[config.mk]
export PLATFORM = sky130hd
export DESIGN_NAME = i2c_drive_arbiter
export DESIGN_NICKNAME = d
export VERILOG_FILES = /design/src/rtl/i2c_drive_arbiter.sv
export SDC_FILE = /design/constraint.sdc
export NUM_CORES = 1
export LEC_CHECK = 0
export CAP_MARGIN = 30
export CORE_MARGIN = 1.5
export CORE_UTILIZATION = 55
export CTS_BUF_LIST = sky130_fd_sc_hd__clkbuf_4
export DETAILED_ROUTE_END_ITERATION = 12
export MAX_ROUTING_LAYER = met4
export PLACE_DENSITY = 0.87
export SYNTH_ARGS = -nofsm -noshare
export SYNTH_HDL_FRONTEND = slang
export SYNTH_SLANG_ARGS = --single-unit
[constraint.sdc]
create_clock -name clk -period 3.5 [get_ports clk]
set_input_delay 0.35 -clock clk [delete_from_list [all_inputs] [get_ports clk]]
set_output_delay 0.35 -clock clk [all_outputs]
set_load 0.005 [all_outputs]
[src/rtl/i2c_drive_arbiter.sv]
// ---------------------------------------------------------------------------
// i2c_drive_arbiter
//
// Routes one of NUM_SRC I2C line-driving sub-blocks (start/stop generator,
// receiver, transmitter, ...) onto the SDA/SCL pads. Whenever the selected
// source changes, the lines are frozen for GUARD_CYCLES cycles so that the
// handover cannot create a spurious START/STOP condition or an SCL glitch.
// Open-drain pull-low enables for the pad cells are produced alongside.
//
// Ports:
//   clk           system clock
//   rst           asynchronous active-high reset
//   drive_select  0 = release bus, k in 1..NUM_SRC = drive from source k-1,
//                 codes above NUM_SRC behave as 0
//   src_SDA       per-source SDA request (bit i = source i)
//   src_SCL       per-source SCL request (bit i = source i)
//   SDA_out       registered SDA level
//   SCL_out       registered SCL level
//   SDA_oe        pad pull-low enable, complement of SDA_out
//   SCL_oe        pad pull-low enable, complement of SCL_out
//   active_sel    effective select currently owning the lines (0 = released)
//   switching     high while a handover guard is in progress
// ---------------------------------------------------------------------------
module i2c_drive_arbiter #(
    parameter int NUM_SRC      = 3,
    parameter int SEL_W        = 2,
    parameter int GUARD_CYCLES = 4
) (
    input  logic               clk,
    input  logic               rst,
    input  logic [SEL_W-1:0]   drive_select,
    input  logic [NUM_SRC-1:0] src_SDA,
    input  logic [NUM_SRC-1:0] src_SCL,
    output logic               SDA_out,
    output logic               SCL_out,
    output logic               SDA_oe,
    output logic               SCL_oe,
    output logic [SEL_W-1:0]   active_sel,
    output logic               switching
);

    localparam int CNT_W = (GUARD_CYCLES < 1) ? 1 : $clog2(GUARD_CYCLES + 1);
    localparam logic [CNT_W-1:0] CNT_LOAD =
        CNT_W'((GUARD_CYCLES > 0) ? (GUARD_CYCLES - 1) : 0);

    typedef enum logic [1:0] {
        IDLE  = 2'd0,
        DRIVE = 2'd1,
        GUARD = 2'd2
    } state_t;

    state_t             state_q;
    logic [SEL_W-1:0]   active_q;
    logic [SEL_W-1:0]   target_q;
    logic [CNT_W-1:0]   cnt_q;
    logic               sda_q;
    logic               scl_q;
    logic               switching_q;

    logic [SEL_W-1:0]   eff_sel;
    logic               act_sda;
    logic               act_scl;
    logic               tgt_sda;
    logic               tgt_scl;

    // Line value requested by the source behind a select code; code 0 is a
    // released (high) line.
    function automatic logic pick_line(input logic [SEL_W-1:0]   sel,
                                       input logic [NUM_SRC-1:0] vec);
        logic r;
        r = 1'b1;
        for (int i = 0; i < NUM_SRC; i++) begin
            if (sel == SEL_W'(i + 1)) begin
                r = vec[i];
            end
        end
        return r;
    endfunction

    always_comb begin
        eff_sel = (drive_select <= SEL_W'(NUM_SRC)) ? drive_select : '0;
        act_sda = pick_line(active_q, src_SDA);
        act_scl = pick_line(active_q, src_SCL);
        tgt_sda = pick_line(target_q, src_SDA);
        tgt_scl = pick_line(target_q, src_SCL);
    end

    always_ff @(posedge clk or posedge rst) begin
        if (rst) begin
            state_q     <= IDLE;
            active_q    <= '0;
            target_q    <= '0;
            cnt_q       <= '0;
            sda_q       <= 1'b1;
            scl_q       <= 1'b1;
            switching_q <= 1'b0;
        end else begin
            case (state_q)
                IDLE, DRIVE: begin
                    if (eff_sel != active_q) begin
                        // Lines are left untouched on the change edge; the new
                        // owner's values appear one cycle after active_sel moves.
                        if (GUARD_CYCLES == 0) begin
                            active_q <= eff_sel;
                            state_q  <= (eff_sel != '0) ? DRIVE : IDLE;
                        end else begin
                            state_q     <= GUARD;
                            switching_q <= 1'b1;
                            target_q    <= eff_sel;
                            cnt_q       <= CNT_LOAD;
                            // A one-cycle guard reaches count 0 on entry.
                            if (GUARD_CYCLES == 1) begin
                                active_q <= eff_sel;
                            end
                        end
                    end else begin
                        sda_q <= act_sda;
                        scl_q <= act_scl;
                    end
                end
                GUARD: begin
                    if (eff_sel != target_q) begin
                        // Select moved again: restart the whole guard period.
                        target_q <= eff_sel;
                        cnt_q    <= CNT_LOAD;
                        if (GUARD_CYCLES == 1) begin
                            active_q <= eff_sel;
                        end
                    end else if (cnt_q == '0) begin
                        state_q     <= (target_q != '0) ? DRIVE : IDLE;
                        switching_q <= 1'b0;
                        sda_q       <= tgt_sda;
                        scl_q       <= tgt_scl;
                    end else begin
                        cnt_q <= cnt_q - CNT_W'(1);
                        // active_sel publishes the new owner in the last
                        // guard cycle, i.e. when the counter lands on 0.
                        if (cnt_q == CNT_W'(1)) begin
                            active_q <= target_q;
                        end
                    end
                end
                default: begin
                    state_q     <= IDLE;
                    switching_q <= 1'b0;
                    cnt_q       <= '0;
                end
            endcase
        end
    end

    assign SDA_out    = sda_q;
    assign SCL_out    = scl_q;
    assign SDA_oe     = ~sda_q;
    assign SCL_oe     = ~scl_q;
    assign active_sel = active_q;
    assign switching  = switching_q;

endmodule
==> results of run 1 <==
==> worst register-to-register path, stage by stage (launching register included) <==
cell and delay (ns):
dfrtp_1 0.41, inv_1 0.11, ha_1 0.17, nor2b_1 0.25, nor3b_1 0.34, a21boi_0 0.15
a2bb2oi_1 0.14
==> layer usage <==
metal / share of wire [%] / up-vias / track usage (%)
met2: 48 / 15 / 35.2
met1: 48 / 284 / 29.8
li1: - / 300 / -
met3: 3.7 / 0 / 3.26
met4: 0 / 0 / 2.50
met5: 0 / - / -
==> where the power goes <==
group	switching, uW	internal, uW
clock network	48.6	51.9
logic	150	198
registers	76.0	196
==> layout make-up <==
class	count	area, um2	share of cell area (%)
multi-input combinational	53	448	45.6
sequential	12	303	30.8
inverter	6	22.5	2.29
clock buffer	4	30.0	3.06
tap	15	18.8	1.91
timing repair buffer	16	160	16.3
==> cell families (layout without fill, tap and decap cells) <==
family | Yosys count | in the layout | share of synthesized area, %
AO/OA/AOI/OAI | 19 | 19 | 17.5
AND/OR/NAND/NOR | 16 | 16 | 12.8
flip-flops | 12 | 12 | 38.2
multiplexers | 11 | 11 | 15.1
buffers and inverters | 9 | 26 | 5.36
XOR/XNOR | 4 | 4 | 6.31
adder cells (fa/ha/maj) | 3 | 3 | 4.73
==> through the flow <==
step	instance area (um2)	hold WS [ns]	total power [uW]	cells
3_3_place_gp	952	0.481	610	102
4_1_cts	982	0.390	720	106
5_1_grt	982	0.447	768	106
3_5_place_dp	952	0.481	619	102
2_1_floorplan	793	0.213	501	74
6_report	982	0.381	721	106
==> synth_stat cells (all sizes together) (3+ instances only) <==
cell type	n	area share, %
nand2	3	1.4
buf	3	2.5
ha	3	4.7
a21oi	6	3.8
inv	6	2.8
mux2i	6	7.6
dfrtp	10	32
mux2	5	7.6
nor3b	6	5.7
==> flip-flops by register name, summed over array words and instances (netlist names) <==
name and cells:
state_q 2, cnt_q 3, switching 1, SCL_out 1
target_q 2, SDA_out 1, active_sel 2
==> path summary, 6_finish.rpt <==
kind                                    to
worst max-delay path              cnt_q[1]
worst max register to register    cnt_q[0]
max in group asynchronous          SDA_out
worst min register to register   switching
min in group clk                 switching
worst min-delay path            state_q[1]
==> parameters.txt, run 1 <==
Parameter                              Value

Finish
  Antenna fix cells    0
  Share of cells above drive strength 1    17.6%
  Layout Nets    around 110
  Most common library cell in the layout ignoring fill and taps    clkdlybuf4s50_1
  P&R area growth vs syn    23.8%
  Most frequent cells in the layout    clkdlybuf4s50_1, dfrtp_1
  Final cell utilization of the core    approximately three quarters
  Filler cell count in the final layout    89

STA
  Max-slew violations    0
  Slew headroom    roughly two thirds
  Final number of setup-violating endpoints    0
  Unrepaired setup endpoints after global routing    no
  Maximum operating frequency    0.559 GHz
  Worst path setup slack after routing    1.71 ns
  Clock skew    about 0.01 ns
  Fin crit share    between 50% and 60%
  Final Critical Period    1.79 ns
  Final hold violation count    0
  Slew of the pin with the lowest slew margin    0.483 ns
  Final total negative setup slack    0 ns

Yosys
  Gate count of the mapped netlist    74
  Primary FF master, synth    dfrtp_1
  Synth Register Bits    12
  Fraction of registers with async set or reset after synthesis    between 90% and 100%
  Yosys cell types    30
  Mean post-synth cell area    between 10 and 15 um2
  Sequential cell area fraction in the yosys report    between 30% and 40%
  Summed instance area of the synthesized netlist    a little under 800 um2
  Synthesized net count    87
  Count of yosys warnings during synthesis    0
  Number of synthesized flops with an enable pin    0

GRT
  Antenna violations before repair    0
  Congestion Overflow GR    0
  GRT Total Usage    21.9%
  Pin count of the biggest net entering global routing    13
  Via count of the first global-routing pass    550
  Global-route wire length before repair    2380 um

Pwr
  Cell leakage power    0.000420 uW
  Max rail drop VDD    just under 0.4 mV
  Pwr Density    approximately 730 mW/mm2

Critical path
  Family of cells with the greatest summed delay on the critical path    buffers and inverters
  Crit path DAT    about 1.9 ns
  Worst setup path startpoint    drive_select[0]
  Launch point of the worst reg-to-reg path    cnt_q[0]
  Highest cell delay on the worst timing path    0.50 ns
  Reg-to-reg setup timing slack    1.82 ns
  Max Fanout on Critical Path    6
  Cell breakdown of the critical path    clkdlybuf4s50_1 -> xnor2_1 -> nand3b_1 -> a21bo_4 -> mux2_4
  CP Capture Type    flop
  Path length in cells of the critical path    5
  Slowest cell on crit path    clkdlybuf4s50_1
  Worst reg2reg path depth    6
  Required time of the worst setup path    roughly 3.7 ns
  Startpoint types    primary input
  Buffers and inverters on the worst path    1
  Type of the worst setup path    in2reg

Clock tree
  Deepest clock path buffer count    2
  Reg clk slew, reported paths    0.09 ns
  Buffer count from post-CTS setup fixing    0
  Clock tree from TritonCTS    built
  Number of cells upsized or downsized after cts    0
  Clock latency at the later pin of the worst-skew pair    between 0.2 and 0.3 ns
  Cts bufs inserted    3
  Num Clock Sinks    12
  Depth of the CTS H-tree    1
  Total of hold buffers inserted after clock tree synthesis    0
  Clock root buffer    clkbuf_4

Floorplan
  Overall die width    roughly 41 um
  Die Footprint    0.00168 mm2
  Row count    13
  Top-Level Pins    17
  Starting density of the core    roughly three fifths
  Placeable core region    ~0.0013 mm2
  Die Ht    a little over 40 um

Route
  First-pass detailed-route iteration total    4
  Total via count after detailed routing    between 500 and 600
  Avg WL per Cell    15.0 um
  Via density    about 5.7
  Wirelength, routed    1590 um
  Remaining number of nets flagged by the antenna check after routing    0
  Remaining DRCs    0
  Drt initial violations    12

Place
  Quantity of I/O buffers inserted on ports    16
  Total half-perimeter wirelength after legalization and detailed placement    about 1200 um
  Worst slack, placed    between 1 and 1.5 ns
  Final estimated routing congestion in global placement    approximately 0.84

Flow run
  Maximum capacitance violations    0

Worst hold path
  HP Class    in2async

Status
  Result of the run    finished, final reports clean
Power figures use the tool's default switching activity.
==> run 2, diff against run 1 <==
CORE_UTILIZATION = 46   (was 55)
PLACE_DENSITY = 0.78   (was 0.87)
clock period = 1.6 ns   (was 3.5 ns; I/O delays follow)
==> run 2 against run 1 <==
  * Largest cell class unchanged
  * Sequential share of layout area is 3.4 points lower
  * Sequential power is 93% higher
  * Final cell count rose by 14%
  * Hold slack lost 0.20 ns
  * Global-route usage increased by 0.44 points
  * Critical path depth rose by 1
  * Count of clock-buffer cells in the layout stayed put
  * Non-clock buffer count up 14
  * Final area rose by 12%
==> parameters.txt, run 2 (same netlist as run 1, synthesis figures left out) <==
Parameter                              Value

STA
  Slew of the pin with the lowest slew margin    roughly 0.45 ns
  Final number of setup-violating endpoints    0
  Clock skew    0.0166 ns
  Final total negative setup slack    0 ns
  Final Critical Period    ~1.5 ns
  Max-slew violations    0
  Fin crit share    93.5%
  Unrepaired setup endpoints after global routing    no
  Maximum operating frequency    between 0.6 and 0.7 GHz
  Final hold violation count    0
  Slew headroom    a little over two thirds

Clock tree
  Cts bufs inserted    3
  Deepest clock path buffer count    2
  Clock root buffer    clkbuf_4
  Depth of the CTS H-tree    1
  Clock tree from TritonCTS    built
  Reg clk slew, reported paths    roughly 0.090 ns
  Buffer count from post-CTS setup fixing    0
  Num Clock Sinks    12
  Clock latency at the later pin of the worst-skew pair    0.28 ns
  Total of hold buffers inserted after clock tree synthesis    0

Route
  Wirelength, routed    about 1700 um
  Avg WL per Cell    approximately 14 um
  Remaining DRCs    0
  Total via count after detailed routing    660
  Drt initial violations    17
  Remaining number of nets flagged by the antenna check after routing    0
  Via density    around 5.5
  First-pass detailed-route iteration total    7

Pwr
  Max rail drop VDD    0.928 mV
  Cell leakage power    0.000488 uW
  Post-layout power    around 1800 uW
  Pwr Density    1620 mW/mm2

Critical path
  Type of the worst setup path    reg2reg
  Required time of the worst setup path    1.78 ns
  Crit path DAT    roughly 1.7 ns
  CP Capture Type    flop
  Max Fanout on Critical Path    3
  Startpoint types    flop

Floorplan
  Row count    14
  Placeable core region    0.00156 mm2
  Die Footprint    slightly below 0.002 mm2
  Top-Level Pins    17
  Overall die width    between 40 and 50 um
  Die Ht    between 40 and 50 um
  Starting density of the core    50.9%

Finish
  Most common library cell in the layout ignoring fill and taps    clkdlybuf4s50_1
  Filler cell count in the final layout    115
  Flip-flop count of the largest register, all copies and words added    3
  Most frequent cells in the layout    clkdlybuf4s50_1, buf_4, dfrtp_1
  Layout Nets    119
  Share of cells above drive strength 1    between 30% and 40%
  Antenna fix cells    0
  Final Instance Area    between 0.001 and 0.0015 mm2
  Largest register by flop count    cnt_q
  P&R area growth vs syn    39.3%

Worst hold path
  HP Class    in2async

Flow run
  Maximum capacitance violations    0

Place
  Standard cell area after detailed placement    0.00106 mm2
  Final estimated routing congestion in global placement    roughly 0.75
  Total half-perimeter wirelength after legalization and detailed placement    between 1000 and 1500 um
  Quantity of I/O buffers inserted on ports    16

GRT
  Global-route wire length before repair    3080 um
  Congestion Overflow GR    0
  Pin count of the biggest net entering global routing    13
  Via count of the first global-routing pass    ~700
  GRT Total Usage    22.3%
  Antenna violations before repair    0

Status
  Result of the run    finished, final reports clean
==> run 2: cell types whose count changed in the layout (fill, tap and decap cells not counted), sizes merged <==
cell  change
buf      +14
==> run 2: worst max-delay path: stages (launching register included) <==
cell	delay [ns]
dfrtp_1	0.38
inv_2	0.06
ha_2	0.17
nor2b_2	0.16
buf_4	0.13
a21bo_4	0.20
mux2_4	0.29
==> run 2: through the flow <==
step / utilization, % / setup slack, ns / cells / hold slack [ns]
3_5_place_dp: 67.9 / -0.173 / 117 / 0.479
3_3_place_gp: 67.9 / -0.124 / 117 / 0.476
2_1_floorplan: - / 0.0890 / 74 / 0.0233
5_1_grt: 70.9 / 0.0181 / 121 / 0.225
4_1_cts: 70.1 / 0.0360 / 121 / 0.200
6_report: 70.9 / 0.104 / 121 / 0.181
==> run 2: timing repair <==
action	4_1_cts	5_1_grt
setup endpoints to repair	1	6
cloned	0	0
resized for setup	1	4
==> run 2: final timing paths <==
| kind | startpoint | cells past startpoint | slack [ns] | to |
|---|---|---|---|---|
| hold reg to reg | SDA_out | 2 | 0.49 | SDA_out |
| setup reg to reg | cnt_q[1] | 6 | 0.10 | cnt_q[1] |
| hold / removal | rst | 2 | 0.18 | switching |
| setup / recovery | cnt_q[1] | 6 | 0.10 | cnt_q[1] |
| min in group clk | SDA_out | 2 | 0.49 | SDA_out |
| max in group asynchronous | rst | 2 | 1.06 | SDA_out |
==> run 2: power breakdown <==
group	switching, uW	total (uW)	internal, uW
Clock	106	220	114
Combinational	455	1040	588
Sequential	94.2	524	430
==> run 2: routing by layer <==
metal,track usage [%],wire [um]
met1,28.4,813
met3,6.12,78
met4,5.45,13
met5,-,0
met2,35.1,809
==> run 2: layout make-up <==
type	count	area (um2)	area share [%]
multi-input combinational	53	464	42.0
sequential	12	303	27.4
timing repair buffer	30	265	24.0
clock buffer	4	30.0	2.72
inverter	6	22.5	2.04
tap	16	20.0	1.81
